===== src/rtl/clock_set_ctrl.sv =====
// Time-setting controller: freezes the clock counter, edits hours then minutes
// from debounced buttons, and commits the result with a one-cycle load pulse.
module clock_set_ctrl #(
  parameter int unsigned TIMEOUT_CYC = 10000,
  parameter int unsigned BLINK_HALF  = 250
) (
  input  logic       kh_clk,
  input  logic       reset,
  input  logic       mode_btn,
  input  logic       inc_btn,
  input  logic       dec_btn,
  input  logic       fmt_12,
  input  logic [4:0] cur_hr,
  input  logic [5:0] cur_min,
  output logic       run_en,
  output logic       load,
  output logic [4:0] load_hr,
  output logic [5:0] load_min,
  output logic       blink_hr,
  output logic       blink_min,
  output logic [1:0] state
);

  localparam int unsigned IDLE_W  = (TIMEOUT_CYC > 2) ? $clog2(TIMEOUT_CYC) : 1;
  localparam int unsigned BLINK_W = (BLINK_HALF > 2) ? $clog2(BLINK_HALF) : 1;
  localparam logic [IDLE_W-1:0]  IDLE_LAST  = IDLE_W'(TIMEOUT_CYC - 1);
  localparam logic [BLINK_W-1:0] BLINK_LAST = BLINK_W'(BLINK_HALF - 1);

  typedef enum logic [1:0] {
    RUN     = 2'b00,
    SET_HR  = 2'b01,
    SET_MIN = 2'b10,
    COMMIT  = 2'b11
  } state_t;

  state_t             st;
  state_t             st_nxt;
  logic               mode_prev;
  logic               inc_prev;
  logic               dec_prev;
  logic               mode_edge;
  logic               inc_edge;
  logic               dec_edge;
  logic               any_edge;
  logic               inc_only;
  logic               dec_only;
  logic [4:0]         hmax;
  logic [4:0]         edit_hr;
  logic [4:0]         hr_nxt;
  logic [5:0]         edit_min;
  logic [5:0]         min_nxt;
  logic [IDLE_W-1:0]  idle;
  logic [IDLE_W-1:0]  idle_nxt;
  logic [BLINK_W-1:0] bcnt;
  logic [BLINK_W-1:0] bcnt_nxt;
  logic               phase;
  logic               phase_nxt;
  logic               editing;

  assign mode_edge = mode_btn & ~mode_prev;
  assign inc_edge  = inc_btn & ~inc_prev;
  assign dec_edge  = dec_btn & ~dec_prev;
  assign any_edge  = mode_edge | inc_edge | dec_edge;
  assign inc_only  = inc_edge & ~dec_edge;
  assign dec_only  = dec_edge & ~inc_edge;
  assign hmax      = fmt_12 ? 5'd11 : 5'd23;
  assign editing   = (st == SET_HR) || (st == SET_MIN);
  assign load_hr   = edit_hr;
  assign load_min  = edit_min;
  assign state     = st;

  // Next state, edit fields, idle timeout and blink phase
  always_comb begin
    st_nxt    = st;
    hr_nxt    = edit_hr;
    min_nxt   = edit_min;
    idle_nxt  = idle;
    bcnt_nxt  = bcnt;
    phase_nxt = phase;

    case (st)
      RUN: begin
        if (mode_edge) begin
          st_nxt   = SET_HR;
          hr_nxt   = (cur_hr > hmax) ? 5'd0 : cur_hr;
          min_nxt  = cur_min;
          idle_nxt = '0;
        end
      end
      SET_HR: begin
        if (mode_edge)           st_nxt = SET_MIN;
        else if (inc_only)       hr_nxt = (edit_hr >= hmax) ? 5'd0 : edit_hr + 5'd1;
        else if (dec_only)       hr_nxt = (edit_hr == 5'd0) ? hmax : edit_hr - 5'd1;
        else if (edit_hr > hmax) hr_nxt = 5'd0;
      end
      SET_MIN: begin
        if (mode_edge)     st_nxt  = COMMIT;
        else if (inc_only) min_nxt = (edit_min >= 6'd59) ? 6'd0 : edit_min + 6'd1;
        else if (dec_only) min_nxt = (edit_min == 6'd0) ? 6'd59 : edit_min - 6'd1;
        // a format change while on minutes must not leave hours out of range
        if (edit_hr > hmax) hr_nxt = 5'd0;
      end
      default: st_nxt = RUN;
    endcase

    // any edge restarts the idle window; expiry only applies without an edge
    if (editing) begin
      if (any_edge)                idle_nxt = '0;
      else if (idle == IDLE_LAST)  st_nxt   = RUN;
      else                         idle_nxt = idle + IDLE_W'(1);
    end

    // blink restarts shown on entry to each edit field
    if ((st_nxt != st) && ((st_nxt == SET_HR) || (st_nxt == SET_MIN))) begin
      bcnt_nxt  = '0;
      phase_nxt = 1'b0;
    end else if (editing) begin
      if (bcnt == BLINK_LAST) begin
        bcnt_nxt  = '0;
        phase_nxt = ~phase;
      end else begin
        bcnt_nxt = bcnt + BLINK_W'(1);
      end
    end
  end

  // State, edit registers and registered outputs
  always_ff @(posedge kh_clk) begin
    if (!reset) begin
      st        <= RUN;
      mode_prev <= 1'b1;
      inc_prev  <= 1'b1;
      dec_prev  <= 1'b1;
      edit_hr   <= '0;
      edit_min  <= '0;
      idle      <= '0;
      bcnt      <= '0;
      phase     <= 1'b0;
      run_en    <= 1'b1;
      load      <= 1'b0;
      blink_hr  <= 1'b0;
      blink_min <= 1'b0;
    end else begin
      st        <= st_nxt;
      mode_prev <= mode_btn;
      inc_prev  <= inc_btn;
      dec_prev  <= dec_btn;
      edit_hr   <= hr_nxt;
      edit_min  <= min_nxt;
      idle      <= idle_nxt;
      bcnt      <= bcnt_nxt;
      phase     <= phase_nxt;
      run_en    <= (st_nxt == RUN);
      load      <= (st_nxt == COMMIT);
      blink_hr  <= (st_nxt == SET_HR) & phase_nxt;
      blink_min <= (st_nxt == SET_MIN) & phase_nxt;
    end
  end

endmodule


===== config.mk =====
export PLATFORM = sky130hd
export DESIGN_NAME = clock_set_ctrl
export DESIGN_NICKNAME = d
export VERILOG_FILES = /design/src/rtl/clock_set_ctrl.sv
export SDC_FILE = /design/constraint.sdc
export NUM_CORES = 1
export LEC_CHECK = 0
export BUFFER_PORTS_ARGS = -buffer_cell sky130_fd_sc_hd__buf_4
export CAP_MARGIN = 20
export CORE_MARGIN = 2
export CORE_UTILIZATION = 45
export DETAILED_ROUTE_END_ITERATION = 8
export SETUP_SLACK_MARGIN = 0.1
export SLEW_MARGIN = 20
export SYNTH_ARGS = -nofsm -noshare
export SYNTH_HDL_FRONTEND = slang
export SYNTH_SLANG_ARGS = --single-unit

===== constraint.sdc =====
create_clock -name kh_clk -period 3.65 [get_ports kh_clk]
set_input_delay 0.1825 -clock kh_clk [delete_from_list [all_inputs] [get_ports kh_clk]]
set_output_delay 0.1825 -clock kh_clk [all_outputs]
set_load 0.03 [all_outputs]

==> out/qor.csv, run 1 <==
metric,value,unit
status,"complete, no violations",
routedWlPerCell,14.8,um
die_h,88.5,um
synth_edf_count,0,
seq_power_share,0.397,
synth_top_area_frac,0.268,
final.setup.tns,0,ps
cts_resized,0,
vias,3001,
drt_iter0_drc,134,
area_growth,12.6,%
power_frac_clock,0.278,
finalCritPeriodShare,0.891,
ys_top_cells_by_area,"dfxtp_1 (27%), ha_1 (9.3%), a21oi_1 (4.0%)",
setup_violations,0,
netlist_instances,395,
worstMarginPinSlew,791,ps
hold_slack,79.8,ps
cp-start-kind,register,
final_cells,514,
antenna_left,0,
synth.most_common_cell,dfxtp_1,
antenna_found_initial,0,
hpwl,5.63,mm
wirelength,7.63,mm
ys_types,73,
fp.dieArea,0.00784,mm^2
initial_utilization,0.468,
r2r-start,state[0],
period_needed,3250,ps
numCtsBuffers,5,
cts_tree,built,
endpoint_kind,register,
cts_sinks,43,
synth-seq-cells,43,
met3_usage,0.0373,
dr.pass1.iters,5,
use_met2,0.329,
drive_above_1_share,0.182,
io_pins,34,
r2r_slack,400,ps
first_global_vias,2794,
powerDensity,378,mW/mm^2
rsz0062_at_grt,no,
drv_slew,0,
holdBufCountCts,0,
peakVddDrop,319,uV
n_antenna_cell,0,
slew-limit-headroom,0.472,
route.detailed.drc,0,
finClkSkew,7.06,ps
fill_cells,663,
holdPathEnd,inc_prev,
worstHoldStart,inc_btn,
synth.yosys.seq_area_share,0.268,
switching_share,0.361,
path_class,reg -> reg,
internal-power,0.875,mW
cts.clk_slew.worst_paths,90,ps
register_area,861,um^2
syn-cell-area,0.00322,mm^2
drv_cap,0,
combPwrFrac,0.325,
synth_common_cells,"dfxtp_1 (43), nand2_1 (34), nor2_1 (27)",
synth_top_cell_by_area,dfxtp_1,
clockBufferDepth,2,
grt_pass1_wl,13.2,mm
core,0.00687,mm^2
io_buffers,33,
multi_input_area,0.00216,mm^2
syn-num-nets,436,
top_usage_layer,met2,
p_switching,0.495,mW
ys_async_sr_fraction,0,
worstHoldPathType,in -> reg,
use_met1,0.300,
ys_warn_count,0,
worstPathMaxFanout,8,
post-cts-setup-buffers,0,
min_path_cells,2,
ff2ff_path_depth,12,
syn_area_per_cell,8.14,um^2
clock_latency,300,ps
avgViaCountPerCell,5.84,
reg2reg_to,bcnt[3],
synthFlopType,dfxtp_1,
worstPathRequired,3820,ps
root_buffer,clkbuf_8,
grt_max_degree,24,
max_freq,0.308,GHz
htreeDepth,2,
hold_viol,0,
die_w,88.5,um
grt.total_usage,0.209,
gp_congestion,0.824,
rows,30,
p_leak,1.35,nW
dp.cells,506,
grt_remaining_overflow,0,
nets,458,
cp.arrival,3420,ps
[metrics by stage]
stage	util	total power [mW]	setup slack [ps]	instance area (um^2)
finish	0.527	1.37	399	3620
global route	0.527	1.47	120	3620
CTS	0.527	1.38	391	3620
detailed placement	0.511	0.996	404	3510
global placement	0.511	0.991	507	3510
floorplan	-	0.876	691	3220
[layout by cell type, fill, tap and decap left out, drive strengths merged, types with 5 or more instances in the layout]
| master | n |
|---|---|
| a211oi | 9 |
| a21oi | 27 |
| a221oi | 6 |
| a31oi | 7 |
| and3 | 5 |
| buf | 38 |
| clkbuf | 5 |
| dfxtp | 43 |
| ha | 24 |
| inv | 22 |
| nand2 | 34 |
| nand2b | 10 |
| nand3 | 11 |
| nand4 | 9 |
| nor2 | 27 |
| nor3 | 9 |
| nor4 | 15 |
| o21ai | 27 |
| o221ai | 5 |
| xor2 | 7 |
[layer usage]
metal	up-vias	routed length, um
met3	6	366
met2	91	3330
met4	0	50
met1	1382	3880
li1	1522	-
met5	-	0
[registers in the layout, indices dropped and copies added, names as in the netlist, 2 cells and up]
register,flops
load_hr,5
load_min,6
idle,14
bcnt,8
state,2
[final cells by class]
| class | instances | area share |
|---|---|---|
| clock inverter | 3 | 0.0121 |
| tap | 96 | 0.0332 |
| sequential | 43 | 0.238 |
| inverter | 22 | 0.0228 |
| timing repair buffer | 38 | 0.0788 |
| multi-input combinational | 307 | 0.596 |
| clock buffer | 5 | 0.0190 |
[worst max-delay path: stages (launching register included)]
cell and delay (ps):
dfxtp_1 410, inv_1 130, ha_1 330, inv_2 110
nor4_4 480, a211oi_2 160, o31ai_1 170, inv_1 130
ha_1 340, inv_1 80, o32ai_2 470, buf_4 260
nor4_2 60
[logic make-up (layout without fill, tap and decap cells)]
kind of cell,Yosys count,after routing,share of synthesized area
simple gates,148,148,0.278
compound gates,123,123,0.265
buf+inv,45,68,0.0607
flops,43,43,0.268
fa+ha+maj,24,24,0.0934
xor+xnor,11,11,0.0323
mux,1,1,0.00311
[power groups by stage]
| stage | Combinational (mW) | Clock (mW) | Sequential, mW |
|---|---|---|---|
| finish | 0.446 | 0.381 | 0.543 |
| global route | 0.502 | 0.414 | 0.549 |
| CTS | 0.446 | 0.392 | 0.542 |
| detailed placement | 0.444 | 0 | 0.553 |
| global placement | 0.438 | 0 | 0.553 |
| floorplan | 0.317 | 0 | 0.558 |
[worst max path at each step]
stage | from | slack, ps | cells past startpoint | endpoint
6_report | state[0] | 400 | 12 | bcnt[3]
5_1_grt | state[0] | 120 | 12 | bcnt[4]
4_1_cts | state[0] | 390 | 12 | bcnt[3]
3_5_place_dp | state[0] | 400 | 12 | bcnt[3]
3_3_place_gp | state[1] | 510 | 12 | bcnt[3]
2_1_floorplan | state[0] | 690 | 12 | bcnt[0]
Power figures use the tool's default switching activity.
==> run 2, diff against run 1 <==
--- a/config.mk
+++ b/config.mk
@@ -7,7 +7,7 @@
 export LEC_CHECK = 0
 export BUFFER_PORTS_ARGS = -buffer_cell sky130_fd_sc_hd__buf_4
 export CAP_MARGIN = 20
-export CORE_MARGIN = 2
+export CORE_MARGIN = 4
 export CORE_UTILIZATION = 45
 export DETAILED_ROUTE_END_ITERATION = 8
 export SETUP_SLACK_MARGIN = 0.1
==> constraint.sdc (replaced) <==
create_clock -name kh_clk -period 3 [get_ports kh_clk]
set_input_delay 0.15 -clock kh_clk [delete_from_list [all_inputs] [get_ports kh_clk]]
set_output_delay 0.15 -clock kh_clk [all_outputs]
set_load 0.03 [all_outputs]
==> out/qor.csv, run 2 (synthesis gave the netlist of run 1 again) <==
metric,value,unit,change
hpwl,5.89,mm,+4.8%
register_area,863,um^2,+0.29%
layout_commonest_cell,buf_4,,
cts_tree,built,,
io_buffers,33,,unchanged
wirelength,7.87,mm,+3.1%
use_met1,0.256,,-0.0438
top_register,idle,,
endpoint_kind,register,,
worstHoldPathType,in -> reg,,
period_needed,2700,ps,-551 ps
min_path_cells,2,,unchanged
finalCritPeriodShare,0.900,,+0.00935
setup_violations,0,,unchanged
r2r_slack,300,ps,-100 ps
rows,30,,unchanged
worstPathMaxFanout,11,,+3
seq_power_share,0.407,,+0.010
antenna_found_initial,0,,unchanged
max_freq,0.370,GHz,+20%
first_global_vias,2879,,+3.0%
grt.total_usage,0.189,,-0.0209
multi_input_area,0.00217,mm^2,+0.41%
htreeDepth,2,,unchanged
worst_path_max_delay_cell,dfxtp_1,,
drv_cap,0,,unchanged
die_h,92.5,um,+4.5%
worstHoldStart,inc_btn,,
worstPathRequired,3200,ps,-620 ps
nets,465,,+1.5%
powerDensity,436,mW/mm^2,+15%
fill_cells,703,,+6.0%
placed_area,0.00356,mm^2,+1.4%
drv_slew,0,,unchanged
route.detailed.drc,0,,unchanged
internal-power,0.996,mW,+14%
cts.clk_slew.worst_paths,90,ps,about the same
p_leak,1.37,nW,+1.5%
clock_latency,300,ps,about the same
grt_remaining_overflow,0,,unchanged
crit_top_cell,ha_1,,
crit_start,idle[0],,
use_met2,0.305,,-0.0243
drive_above_1_share,0.202,,+0.0205
peakVddDrop,234,uV,-27%
p_switching,0.597,mW,+21%
status,"complete, no violations",,
clockBufferDepth,2,,unchanged
rsz0062_at_grt,no,,
ff2ff_path_depth,10,,-2
path_class,reg -> reg,,
vias,3048,,+1.6%
final_cell_mix,"buf_4 (45), dfxtp_1 (41), nand2_1 (34)",,
cp.arrival,2900,ps,-520 ps
dr.pass1.iters,4,,-1
drt_iter0_drc,140,,+4.5%
core,0.00687,mm^2,unchanged
gp_congestion,0.858,,+4.2%
routedWlPerCell,15.1,um,+1.7%
crit_chain,ha_1 -> and4b_4 -> and4_4 -> a221oi_2 -> a21boi_2 -> ha_1 -> inv_1 -> o32ai_2 -> buf_4 -> nor4_2,,
fp.dieArea,0.00856,mm^2,+9.2%
grt_max_degree,24,,unchanged
utilization,0.532,,+0.00528
critPathMaxStageDelay,360,ps,-120 ps
design_area,0.00366,mm^2,+1.0%
finClkSkew,13.3,ps,+6.28 ps
worstMarginPinSlew,796,ps,+5.21 ps
antenna_left,0,,unchanged
root_buffer,clkbuf_8,,
cp-start-kind,register,,
top_usage_layer,met2,,
met3_usage,0.0398,,+0.00249
initial_utilization,0.468,,unchanged
cts_sinks,43,,unchanged
largest_reg_flops,14,,unchanged
die_w,92.5,um,+4.5%
hold_slack,47.5,ps,-32.3 ps
area_growth,13.7,%,
n_antenna_cell,0,,unchanged
slew-limit-headroom,0.469,,-0.00348
r2r-start,idle[0],,
avgViaCountPerCell,5.85,,+0.20%
combPwrFrac,0.363,,+0.038
numCtsBuffers,5,,unchanged
power_frac_clock,0.230,,-0.048
hold_viol,0,,unchanged
final.setup.tns,0,ps,unchanged
grt_pass1_wl,13.5,mm,+2.6%
power,1.59,mW,+16%
switching_share,0.375,,+0.0135
io_pins,34,,unchanged
==> run 2: path summary, 6_finish.rpt <==
| check | end |
|---|---|
| hold reg to reg | idle[13] |
| setup / recovery | bcnt[3] |
| hold / removal | inc_prev |
| setup reg to reg | bcnt[3] |
==> run 2: through the flow <==
step	instances	worst slack (ps)
after floorplan	395	198
after detailed placement	512	251
after global placement	512	354
final	521	300
after global routing	521	133
after CTS	520	204
==> run 2: metal layers <==
layer | routed length, um | up-vias
li1 | - | 1531
met4 | 60 | 0
met3 | 376 | 6
met5 | 0 | -
met1 | 3820 | 1452
met2 | 3610 | 59
==> run 2: layout make-up <==
| cell class | count | share of cell area |
|---|---|---|
| flip-flops and latches | 43 | 0.236 |
| multi-input cells | 307 | 0.593 |
| well taps | 96 | 0.0328 |
| inverters | 22 | 0.0226 |
| repair buffers | 45 | 0.0924 |
| clock inverters | 2 | 0.00342 |
| clock buffers | 6 | 0.0198 |
==> run 2: critical path: cells and delay by family, from the launching register on <==
family	cells	cell delay [ps]
simple gates	3	690
flops	1	360
compound gates	3	700
buf+inv	2	320
fa+ha+maj	2	530
==> run 2: power groups by stage <==
stage	Combinational [mW]	Sequential (mW)	Clock, mW
finish	0.579	0.648	0.366
global route	0.643	0.656	0.413
CTS	0.572	0.648	0.386
detailed placement	0.568	0.661	0
global placement	0.560	0.661	0
floorplan	0.386	0.680	0
==> run 2: repair_timing <==
item,in CTS,in global routing
resized for setup,0,2
buffers inserted,0,1
hold buffers,0,0
setup endpoints to repair,0,10
